### src/rtl/polygon_feeder.sv
// polygon_feeder: accepts polygon commands, builds the vertex set in a shadow bank and commits it to the stage-3 outputs.
// FEEDER_FRAME_SYNC_EN: when defined, commits wait for frame_start; otherwise they follow CALC directly.
module polygon_feeder #(
    parameter int FRAME_W = 10
) (
    input  logic               clk,
    input  logic               reset,
    input  logic               cmd_valid,
    output logic               cmd_ready,
    input  logic               cmd_form,
    input  logic [FRAME_W-1:0] cmd_ref_x,
    input  logic [FRAME_W-1:0] cmd_ref_y,
    input  logic [3:0]         cmd_size,
    input  logic [8:0]         cmd_color,
    input  logic               frame_start,
    input  logic [FRAME_W-1:0] in_pixel_x,
    input  logic [FRAME_W-1:0] in_pixel_y,
    input  logic               in_blank,
    output logic [FRAME_W-1:0] v1_x,
    output logic [FRAME_W-1:0] v1_y,
    output logic [FRAME_W-1:0] v2_x,
    output logic [FRAME_W-1:0] v2_y,
    output logic [FRAME_W-1:0] v3_x,
    output logic [FRAME_W-1:0] v3_y,
    output logic [FRAME_W-1:0] v4_x,
    output logic [FRAME_W-1:0] v4_y,
    output logic               form,
    output logic [FRAME_W-1:0] st3_pixel_x,
    output logic [FRAME_W-1:0] st3_pixel_y,
    output logic [8:0]         st3_color,
    output logic               st3_bubble
);
    // Two guard bits keep ref+h (up to 1143) from wrapping before the clamp.
    localparam int CW = FRAME_W + 2;
    localparam logic signed [CW-1:0] MAX_C = {2'b00, {FRAME_W{1'b1}}};

    typedef enum logic [1:0] {IDLE, CALC, PEND} state_t;

    state_t                    state_q;
    logic                      form_q;
    logic [FRAME_W-1:0]        ref_x_q;
    logic [FRAME_W-1:0]        ref_y_q;
    logic [3:0]                size_q;
    logic [8:0]                color_q;
    logic [7:0][FRAME_W-1:0]   vert_d;
    logic [7:0][FRAME_W-1:0]   shadow_q;
    logic [7:0][FRAME_W-1:0]   out_q;
    logic                      sh_form_q;
    logic                      sh_active_q;
    logic [8:0]                sh_color_q;
    logic                      active_q;
    logic signed [CW-1:0]      x_s;
    logic signed [CW-1:0]      y_s;
    logic signed [CW-1:0]      h_s;
    logic [FRAME_W-1:0]        xm;
    logic [FRAME_W-1:0]        xp;
    logic [FRAME_W-1:0]        ym;
    logic [FRAME_W-1:0]        yp;
    logic                      commit_go;

    function automatic logic [FRAME_W-1:0] clamp(input logic signed [CW-1:0] v);
        return v[CW-1] ? {FRAME_W{1'b0}} : (v > MAX_C ? {FRAME_W{1'b1}} : v[FRAME_W-1:0]);
    endfunction

    assign x_s = signed'({2'b00, ref_x_q});
    assign y_s = signed'({2'b00, ref_y_q});
    assign h_s = signed'(CW'({size_q, 3'b000}));
    assign xm  = clamp(x_s - h_s);
    assign xp  = clamp(x_s + h_s);
    assign ym  = clamp(y_s - h_s);
    assign yp  = clamp(y_s + h_s);

    // Square winds v1..v4 counter-clockwise; triangle shares v2/v3 with the square and parks v4 at the origin.
    assign vert_d = {form_q ? ref_x_q : xm, ym, xm, yp, xp, yp,
                     form_q ? {FRAME_W{1'b0}} : xp, form_q ? {FRAME_W{1'b0}} : ym};

    assign cmd_ready = state_q == IDLE;
    assign {v1_x, v1_y, v2_x, v2_y, v3_x, v3_y, v4_x, v4_y} = out_q;

`ifdef FEEDER_FRAME_SYNC_EN
    assign commit_go = frame_start;
`else
    logic unused_frame_start;
    assign unused_frame_start = frame_start;
    assign commit_go = 1'b1;
`endif

    always_ff @(posedge clk or negedge reset) begin
        if (!reset) begin
            state_q     <= IDLE;
            form_q      <= 1'b0;
            ref_x_q     <= '0;
            ref_y_q     <= '0;
            size_q      <= '0;
            color_q     <= '0;
            shadow_q    <= '0;
            sh_form_q   <= 1'b0;
            sh_active_q <= 1'b0;
            sh_color_q  <= '0;
            out_q       <= '0;
            active_q    <= 1'b0;
            form        <= 1'b0;
            st3_color   <= '0;
            st3_pixel_x <= '0;
            st3_pixel_y <= '0;
            st3_bubble  <= 1'b1;
        end else begin
            st3_pixel_x <= in_pixel_x;
            st3_pixel_y <= in_pixel_y;
            st3_bubble  <= !active_q | in_blank;
            case (state_q)
                IDLE: if (cmd_valid) begin
                    form_q  <= cmd_form;
                    ref_x_q <= cmd_ref_x;
                    ref_y_q <= cmd_ref_y;
                    size_q  <= cmd_size;
                    color_q <= cmd_color;
                    state_q <= CALC;
                end
                CALC: begin
                    shadow_q    <= vert_d;
                    sh_form_q   <= form_q;
                    sh_color_q  <= color_q;
                    sh_active_q <= size_q != 4'd0;
                    state_q     <= PEND;
                end
                PEND: if (commit_go) begin
                    out_q     <= shadow_q;
                    form      <= sh_form_q;
                    st3_color <= sh_color_q;
                    active_q  <= sh_active_q;
                    state_q   <= IDLE;
                end
                default: state_q <= IDLE;
            endcase
        end
    end
endmodule
### config.mk
export PLATFORM = sky130hd
export DESIGN_NAME = polygon_feeder
export DESIGN_NICKNAME = d
export VERILOG_FILES = /design/src/rtl/polygon_feeder.sv
export SDC_FILE = /design/constraint.sdc
export NUM_CORES = 1
export LEC_CHECK = 0
export CAP_MARGIN = 15
export CORE_UTILIZATION = 55
export DETAILED_ROUTE_END_ITERATION = 10
export PLACE_DENSITY = 0.88
export SKIP_LAST_GASP = 1
export SYNTH_ARGS = -nofsm -noshare
export SYNTH_HDL_FRONTEND = slang
export SYNTH_SLANG_ARGS = --single-unit
### constraint.sdc
create_clock -name clk -period 4.35 [get_ports clk]
set_clock_uncertainty 0.2 [all_clocks]
set_input_delay 0.6525 -clock clk [delete_from_list [all_inputs] [get_ports clk]]
set_output_delay 0.6525 -clock clk [all_outputs]
set_load 0.02 [all_outputs]
# Yosys cells after proc, flatten, opt, wreduce, memory -nomap -nowiden
# Index checks and enable logic that the tools add are counted.
# word_totals
output_inout_bits	112
reg_bits	219
inputBits	59
word_cells	58
# classes
n_addsub	4
mux	13
bitwise_logic	1
n_reduce_logical	4
magnitude_cmp	4
n_eq_ne	3
# op_table
operator	n
$mux W10	11
$add A10 B7 Y11	2
$gt A11 B10 Y1 const B	2
$gt A11 B11 Y1 const B	2
$sub A10 B7 Y11	2
$pmux W2 S2	1
$reduce_bool A4 Y1	1
$eq A2 B1 Y1 const B	1
$eq A2 B2 Y1 const B	1
$logic_not A2 Y1	1
$mux W2	1
$ne A2 B2 Y1 const B	1
$reduce_and A2 Y1	1
$logic_not A1 Y1	1
$or A1 B1 Y1	1

# Logic depth before layout (Yosys ltp)
# Gate-level depths: netlist of the first run.
# depth
word_depth	5
ltp_mapped	9
mapped_depth_nobuf	9

# Worst setup path before layout of the first run
# OpenSTA, ideal clock, no wires.
# synth_path
path_kind	reg2reg
from	register size_q[1]
to	register shadow_q[78] in the netlist's numbering
required_ps	4068
path_buffers	0
setup_time_ps	82
stages_incl_launch_ff	8
path_slack_ps	2150
arrival_time_ps	1918
period_less_slack_ps	2200
cell_sequence	dfrtp_1 > inv_1 > ha_1 > nand2b_1 > a211oi_2 > or3_4 > or3b_1 > a31oi_1
# synth_between
elab_chain_cells	5
# synth_rtl
item	line	text
from (decl)	43	logic [3:0] size_q;
from (signal assigned)	116	size_q <= cmd_size;
$sub A10 B7 Y11 (*)	68	assign xm = clamp(x_s - h_s);
$gt A11 B11 Y1	62	return v[CW-1] ? {FRAME_W{1'b0}} : (v > MAX_C ? {FRAME_W{1'b1}} : v[FRAME_W-1:0]);
$mux W10	62	
$mux W10 (*)	62	
$mux W10 (*)	74	assign vert_d = {form_q ? ref_x_q : xm, ym, xm, yp, xp, yp,
to (signal assigned)	121	shadow_q <= vert_d;
to (decl)	46	logic [7:0][FRAME_W-1:0] shadow_q;
# Every way passes the cells marked *; elsewhere a longest branch is shown, timed or not.
# A chain may end at the register's enable or synchronous reset.

# Worst setup path in the final report of the first run
# layout_path
from	register state_q[0]
to	output port cmd_ready
# layout_between
elab_chain_cells	1
# layout_rtl
item	line	text
from (decl)	39	state_t state_q;
from (signal assigned)	90	state_q <= IDLE;
from (signal assigned)	118	state_q <= CALC;
from (signal assigned)	125	state_q <= PEND;
$logic_not A2 Y1	77	assign cmd_ready = state_q == IDLE;
to (decl)	9	output logic cmd_ready,
# No other way between the ends.

==> out/summary.txt, run 1 <==
final worst path period need: 2.57 ns
Worst slew margin: 0.306
DRC: 0
Longest Clk Path Bufs: 3
Setup crit start: state_q[0]
clock slew at reported path FFs: 0.06 ns
outcome: finished, final reports clean
Fin. Hold Viols: 0
Post-DRT Antenna Nets: 0
CP startpoint kind: flip-flop
Area Growth Syn to Fin: 29.0%
Core Region: 15400 µm²
TritonCTS Sinks: 219
largest net degree at the start of global routing: 145
setup tns final: 0 ns
total gr overflow: 0
drt pass-1 iters: 7
most frequent cells in the layout: dfrtp_1, clkdlybuf4s50_1, mux2_2
R2R Path End: shadow_q[18]
Post-DP Area: 10600 µm²
initial antenna violation count: 0
ant diodes: 0
layout cells sized above 1: 0.186
Crit. path cell count: 2
Syn Inst Count: 697
# resized after CTS: 0
crit-path max cell delay: 0.63 ns
routed via count: 5845
top_reg_cell synth: dfrtp_1
drt via density: 5.45
Hold Worst Slack: 0.103 ns
WP buf/inv: 1
# hold bufs at CTS: 0
first-pass GRT wire length: 29700 µm
Largest Register: shadow_q
DR WL/cell: 17.2 µm
die extent in x: 129 µm
Leakage: 5.09 nW
final wirelength: 18400 µm
Final Max Slew Viols: 0
Mapped Avg Cell Area: 12.7 µm²
max reg flops: 70
IO Port Bufs: 169
number of nets in the layout: 926
root buffer cell: clkbuf_16
post-route cell area: 11400 µm²
1st-iter DRT viols: 227
initial core utilization: 0.572
FMAX: 389 MHz
area fraction of the dominant cell type after synthesis: 0.619
top post-synthesis cells by area: dfrtp_1, mux2_2, nand2_1, o21ai_0, ha_1
RSZ-0062 raised after global routing: false
H-tree depth: 1
WS Path Type: reg -> out
Hold Path Class: in -> async
largest area contributor in the netlist: dfrtp_1
Cell variety after synth: 48
RD Place Congestion: 0.857
RR Startpoint: size_q[1]
die height: 129 µm
arrival time of the worst setup path: 1.72 ns
commonest non-fill, non-tap cell in the layout: dfrtp_1
Post-CTS Setup Bufs: 0
# Max-Cap Violations: 0
vias in the first global route: 5797
detailed-placement wirelength estimate: 12400 µm
final setup fails: 0
Final Util: 0.737
pwr dens: 719 nW/µm²
Yosys warnings: 0
sequential fraction of the synthesis area: 0.622
IR drop worst, VDD: 0.440 mV
worst reg-to-reg setup slack: 1.78 ns
CTS Buf Count: 22
Synth Register Bits: 219
Clk Latency, worst-skew pair: 0.49 ns
CP cell instances: nor2_1 -> clkdlybuf4s50_1
Worst EP required: 3.50 ns
Row Count: 45
Final period util: 0.591
reg2reg path depth: 7
CTS tree: yes
Critical Path End: cmd_ready
IO Pins: 171
critical path's top delay family: buffers and inverters
Total Power: 8.18 mW
Crit-path slowest cell: clkdlybuf4s50_1
Post-synth ARST share: 1.00
GRT Total Usage: 0.230
cell area after synthesis: 8820 µm²
CP endpoint kind: output pin
die area: 16500 µm²
Max FO, Critical Path: 3
number of flops mapped to enable cells by yosys: 0
post-synthesis net count: 776
Worst-Margin Slew: 1.04 ns
-- worst min path at each step --
stage,start,slack (ns),end
6_report,reset,0.10,v1_y[8]
3_5_place_dp,active_q,0.20,st3_bubble
4_1_cts,reset,0.16,v1_x[0]
2_1_floorplan,reset,0.16,active_q
5_1_grt,reset,0.21,v2_y[0]
3_3_place_gp,active_q,0.18,st3_bubble
-- synth_stat cells, types with 2 or more instances --
| cell | number |
|---|---|
| a22o_1 | 8 |
| o31ai_1 | 9 |
| a21oi_1 | 20 |
| fa_1 | 4 |
| nor2b_1 | 5 |
| nor4_1 | 3 |
| buf_4 | 11 |
| buf_2 | 13 |
| nand2b_1 | 10 |
| mux2i_1 | 3 |
| and2_1 | 2 |
| nand3_1 | 7 |
| clkbuf_1 | 24 |
| nor3_1 | 4 |
| dfrtp_1 | 218 |
| nor2_1 | 26 |
| o211ai_1 | 2 |
| xnor2_1 | 4 |
| o21bai_1 | 2 |
| o22a_1 | 4 |
| o21ai_0 | 50 |
| and3_1 | 6 |
| a31oi_1 | 7 |
| xor2_1 | 6 |
| ha_1 | 16 |
| mux2_2 | 109 |
| inv_1 | 13 |
| a21o_1 | 3 |
| nand2_1 | 89 |
-- cell families after synthesis --
logic type,count (synthesis),share of synthesized area
flip-flops,219,0.622
XOR/XNOR,10,0.00993
adder cells (fa/ha/maj),20,0.0318
buffers and inverters,61,0.0325
AND/OR/NAND/NOR,160,0.0814
multiplexers,112,0.143
AO/OA/AOI/OAI,115,0.0803
-- report_power, final --
group          internal [mW]  switching (mW)  total (mW)
Sequential              2.83           0.517        3.35
Clock                   1.16           0.725        1.88
Combinational           1.48            1.47        2.95
-- layer usage --
layer | share of wire | GRT usage
met1 | 0.43 | 0.308
met2 | 0.48 | 0.377
met3 | 0.082 | 0.0611
met4 | 0.012 | 0.0609
met5 | 0 | 0
-- stage by stage --
stage,setup slack (ns),cells
floorplan,2.15,697
global placement,1.74,1033
detailed placement,1.72,1033
CTS,1.77,1071
global route,1.59,1072
finish,1.78,1072
-- layout make-up --
cell class | count | area, µm²
fillers | 1052 | 4050
well taps | 211 | 264
multi-input cells | 417 | 3070
inverters | 13 | 48.8
repair buffers | 174 | 1770
flip-flops and latches | 219 | 5480
clock inverters | 5 | 53.8
clock buffers | 33 | 693
-- worst reg2reg max path, stage by stage, from the launching register on --
cell and delay, ns:
dfrtp_1 0.50, inv_1 0.21, ha_1 0.35, nor3b_1 0.06, o31ai_1 0.36, nand2_1 0.27, a21o_1 0.26, a32o_1 0.25
No activity file was read; power rests on OpenSTA's default activity.
==> run 2, diff against run 1 <==
- CORE_UTILIZATION: 55 -> 52
- PLACE_DENSITY: 0.88 -> 0.84
- clock period: 4.35 -> 2.65 ns (I/O delays scaled with it)
==> run 2 against run 1 <==
  * Design area up 0.71%
  * Register-to-register slack got worse by 1.5 ns
  * Non-clock buffer count increased by 10
  * Global-route usage shrank 0.60 points
==> out/summary.txt, run 2 (synthesis results as in run 1) <==
arrival time of the worst setup path: 2.53 ns (+0.81 ns)
Fin. Hold Viols: 0 (unchanged)
CTS tree: yes
Final Util: 0.691 (-0.0465)
worst reg-to-reg setup slack: 0.30 ns (-1.48 ns)
Setup crit start: size_q[2]
setup tns final: 0 ns (unchanged)
initial core utilization: 0.532 (-0.0399)
number of nets in the layout: 936 (+1.1%)
DRC: 0 (unchanged)
total gr overflow: 0 (unchanged)
Core Region: 16600 µm² (+7.5%)
post-route cell area: 11500 µm² (+0.71%)
CTS Buf Count: 22 (unchanged)
final setup fails: 0 (unchanged)
vias in the first global route: 5893 (+1.7%)
Area Growth Syn to Fin: 29.9%
Post-DP Area: 10700 µm² (+1.1%)
RSZ-0062 raised after global routing: false
CP endpoint kind: flip-flop
largest net degree at the start of global routing: 95 (-34%)
1st-iter DRT viols: 305 (+34%)
final wirelength: 19000 µm (+3.3%)
die extent in x: 132 µm (+2.8%)
RD Place Congestion: 0.815 (-4.8%)
Final Max Slew Viols: 0 (unchanged)
TritonCTS Sinks: 219 (unchanged)
DR WL/cell: 17.4 µm (+1.4%)
Largest Register: shadow_q
RR Startpoint: size_q[2]
Longest Clk Path Bufs: 3 (unchanged)
Leakage: 5.11 nW (+0.51%)
GRT Total Usage: 0.224 (-0.00597)
Hold Path Class: in -> async
Clk Latency, worst-skew pair: 0.49 ns (about the same)
clock slew at reported path FFs: 0.06 ns (about the same)
FMAX: 426 MHz
first-pass GRT wire length: 31200 µm (+5.3%)
Max FO, Critical Path: 8 (+5)
initial antenna violation count: 0 (unchanged)
drt via density: 5.41 (-0.77%)
commonest non-fill, non-tap cell in the layout: dfrtp_1
IR drop worst, VDD: 0.650 mV (+48%)
pwr dens: 1180 nW/µm² (+64%)
Worst-Margin Slew: 0.670 ns (-0.372 ns)
reg2reg path depth: 7 (unchanged)
layout cells sized above 1: 0.193 (+0.00683)
Post-DRT Antenna Nets: 0 (unchanged)
R2R Path End: shadow_q[18]
ant diodes: 0 (unchanged)
die height: 132 µm (+2.8%)
routed via count: 5908 (+1.1%)
detailed-placement wirelength estimate: 12800 µm (+3.3%)
Post-CTS Setup Bufs: 0 (unchanged)
CP startpoint kind: flip-flop
Worst EP required: 2.83 ns (-0.67 ns)
Storage cell area: 5480 µm² (unchanged)
Total Power: 13.5 mW (+65%)
most frequent cells in the layout: dfrtp_1, clkdlybuf4s50_1, mux2_2
Final period util: 0.886
Worst slew margin: 0.554 (+0.248)
IO Pins: 171 (unchanged)
# Max-Cap Violations: 0 (unchanged)
fillers: 1185 (+13%)
final worst path period need: 2.35 ns
Row Count: 47 (+4.4%)
die area: 17500 µm² (+5.7%)
IO Port Bufs: 169 (unchanged)
area taken by multi-input logic gates: 3070 µm² (about the same)
max reg flops: 70 (unchanged)
outcome: finished, final reports clean
drt pass-1 iters: 5 (-2)
WS Path Type: reg -> reg
root buffer cell: clkbuf_16
H-tree depth: 1 (unchanged)
==> run 2: cell count changes in the layout (fill, tap and decap cells not counted), moves of 2 or more <==
cell,change
clkinvlp_4,+2
clkbuf_8,-2
buf_4,+8
buf_12,+2
clkbuf_1,+3
==> run 2: worst max path at each step <==
| stage | to |
|---|---|
| 6_report | shadow_q[18] |
| 5_1_grt | shadow_q[18] |
| 4_1_cts | shadow_q[18] |
| 3_5_place_dp | shadow_q[18] |
| 3_3_place_gp | shadow_q[18] |
| 2_1_floorplan | shadow_q[78] |
==> run 2: through the flow <==
stage / hold WS (ns) / worst slack [ns] / std cells
floorplan: -0.0981 / 0.450 / 697
global placement: 0.0382 / 0.272 / 1052
detailed placement: 0.0384 / 0.227 / 1052
CTS: 0.113 / 0.230 / 1092
global route: 0.116 / 0.0500 / 1092
finish: 0.118 / 0.303 / 1092
==> run 2: worst max-delay path, cell delays in order (launching register included) <==
cell and delay, ns:
dfrtp_1 0.39, inv_1 0.10, ha_2 0.44, nor3b_1 0.09, o31ai_1 0.28, nand2_1 0.25, a21o_1 0.25, a32o_1 0.24
==> run 2: final cells by class <==
cell class                 count  area share
sequential                   219       0.478
multi-input combinational    417       0.268
timing repair buffer         184       0.161
clock buffer                  34      0.0591
tap                          220      0.0240
clock inverter                 5     0.00481
inverter                      13     0.00426
==> run 2: routing by layer <==
layer / track usage / wire length [µm]
met5: 0 / 0
met4: 0.0581 / 286
met3: 0.0392 / 1180
met2: 0.362 / 8940
met1: 0.318 / 8620
==> run 2: where the power goes <==
group / internal (mW) / total (mW) / switching [mW]
registers: 4.65 / 5.49 / 0.844
logic: 2.46 / 4.93 / 2.47
clock network: 1.85 / 3.07 / 1.22
==> run 2: timing repair <==
item	4_1_cts	5_1_grt
hold buffers	1	0
setup endpoints to repair	0	2
gates resized for setup	0	1
endpoints found under the hold margin	218	0
==> run 3, diff against run 2 <==
- HOLD_SLACK_MARGIN: not set -> 0.08
==> results of run 3 <==
Same layout as run 2: the final DEF is identical, and so are final timing and power.
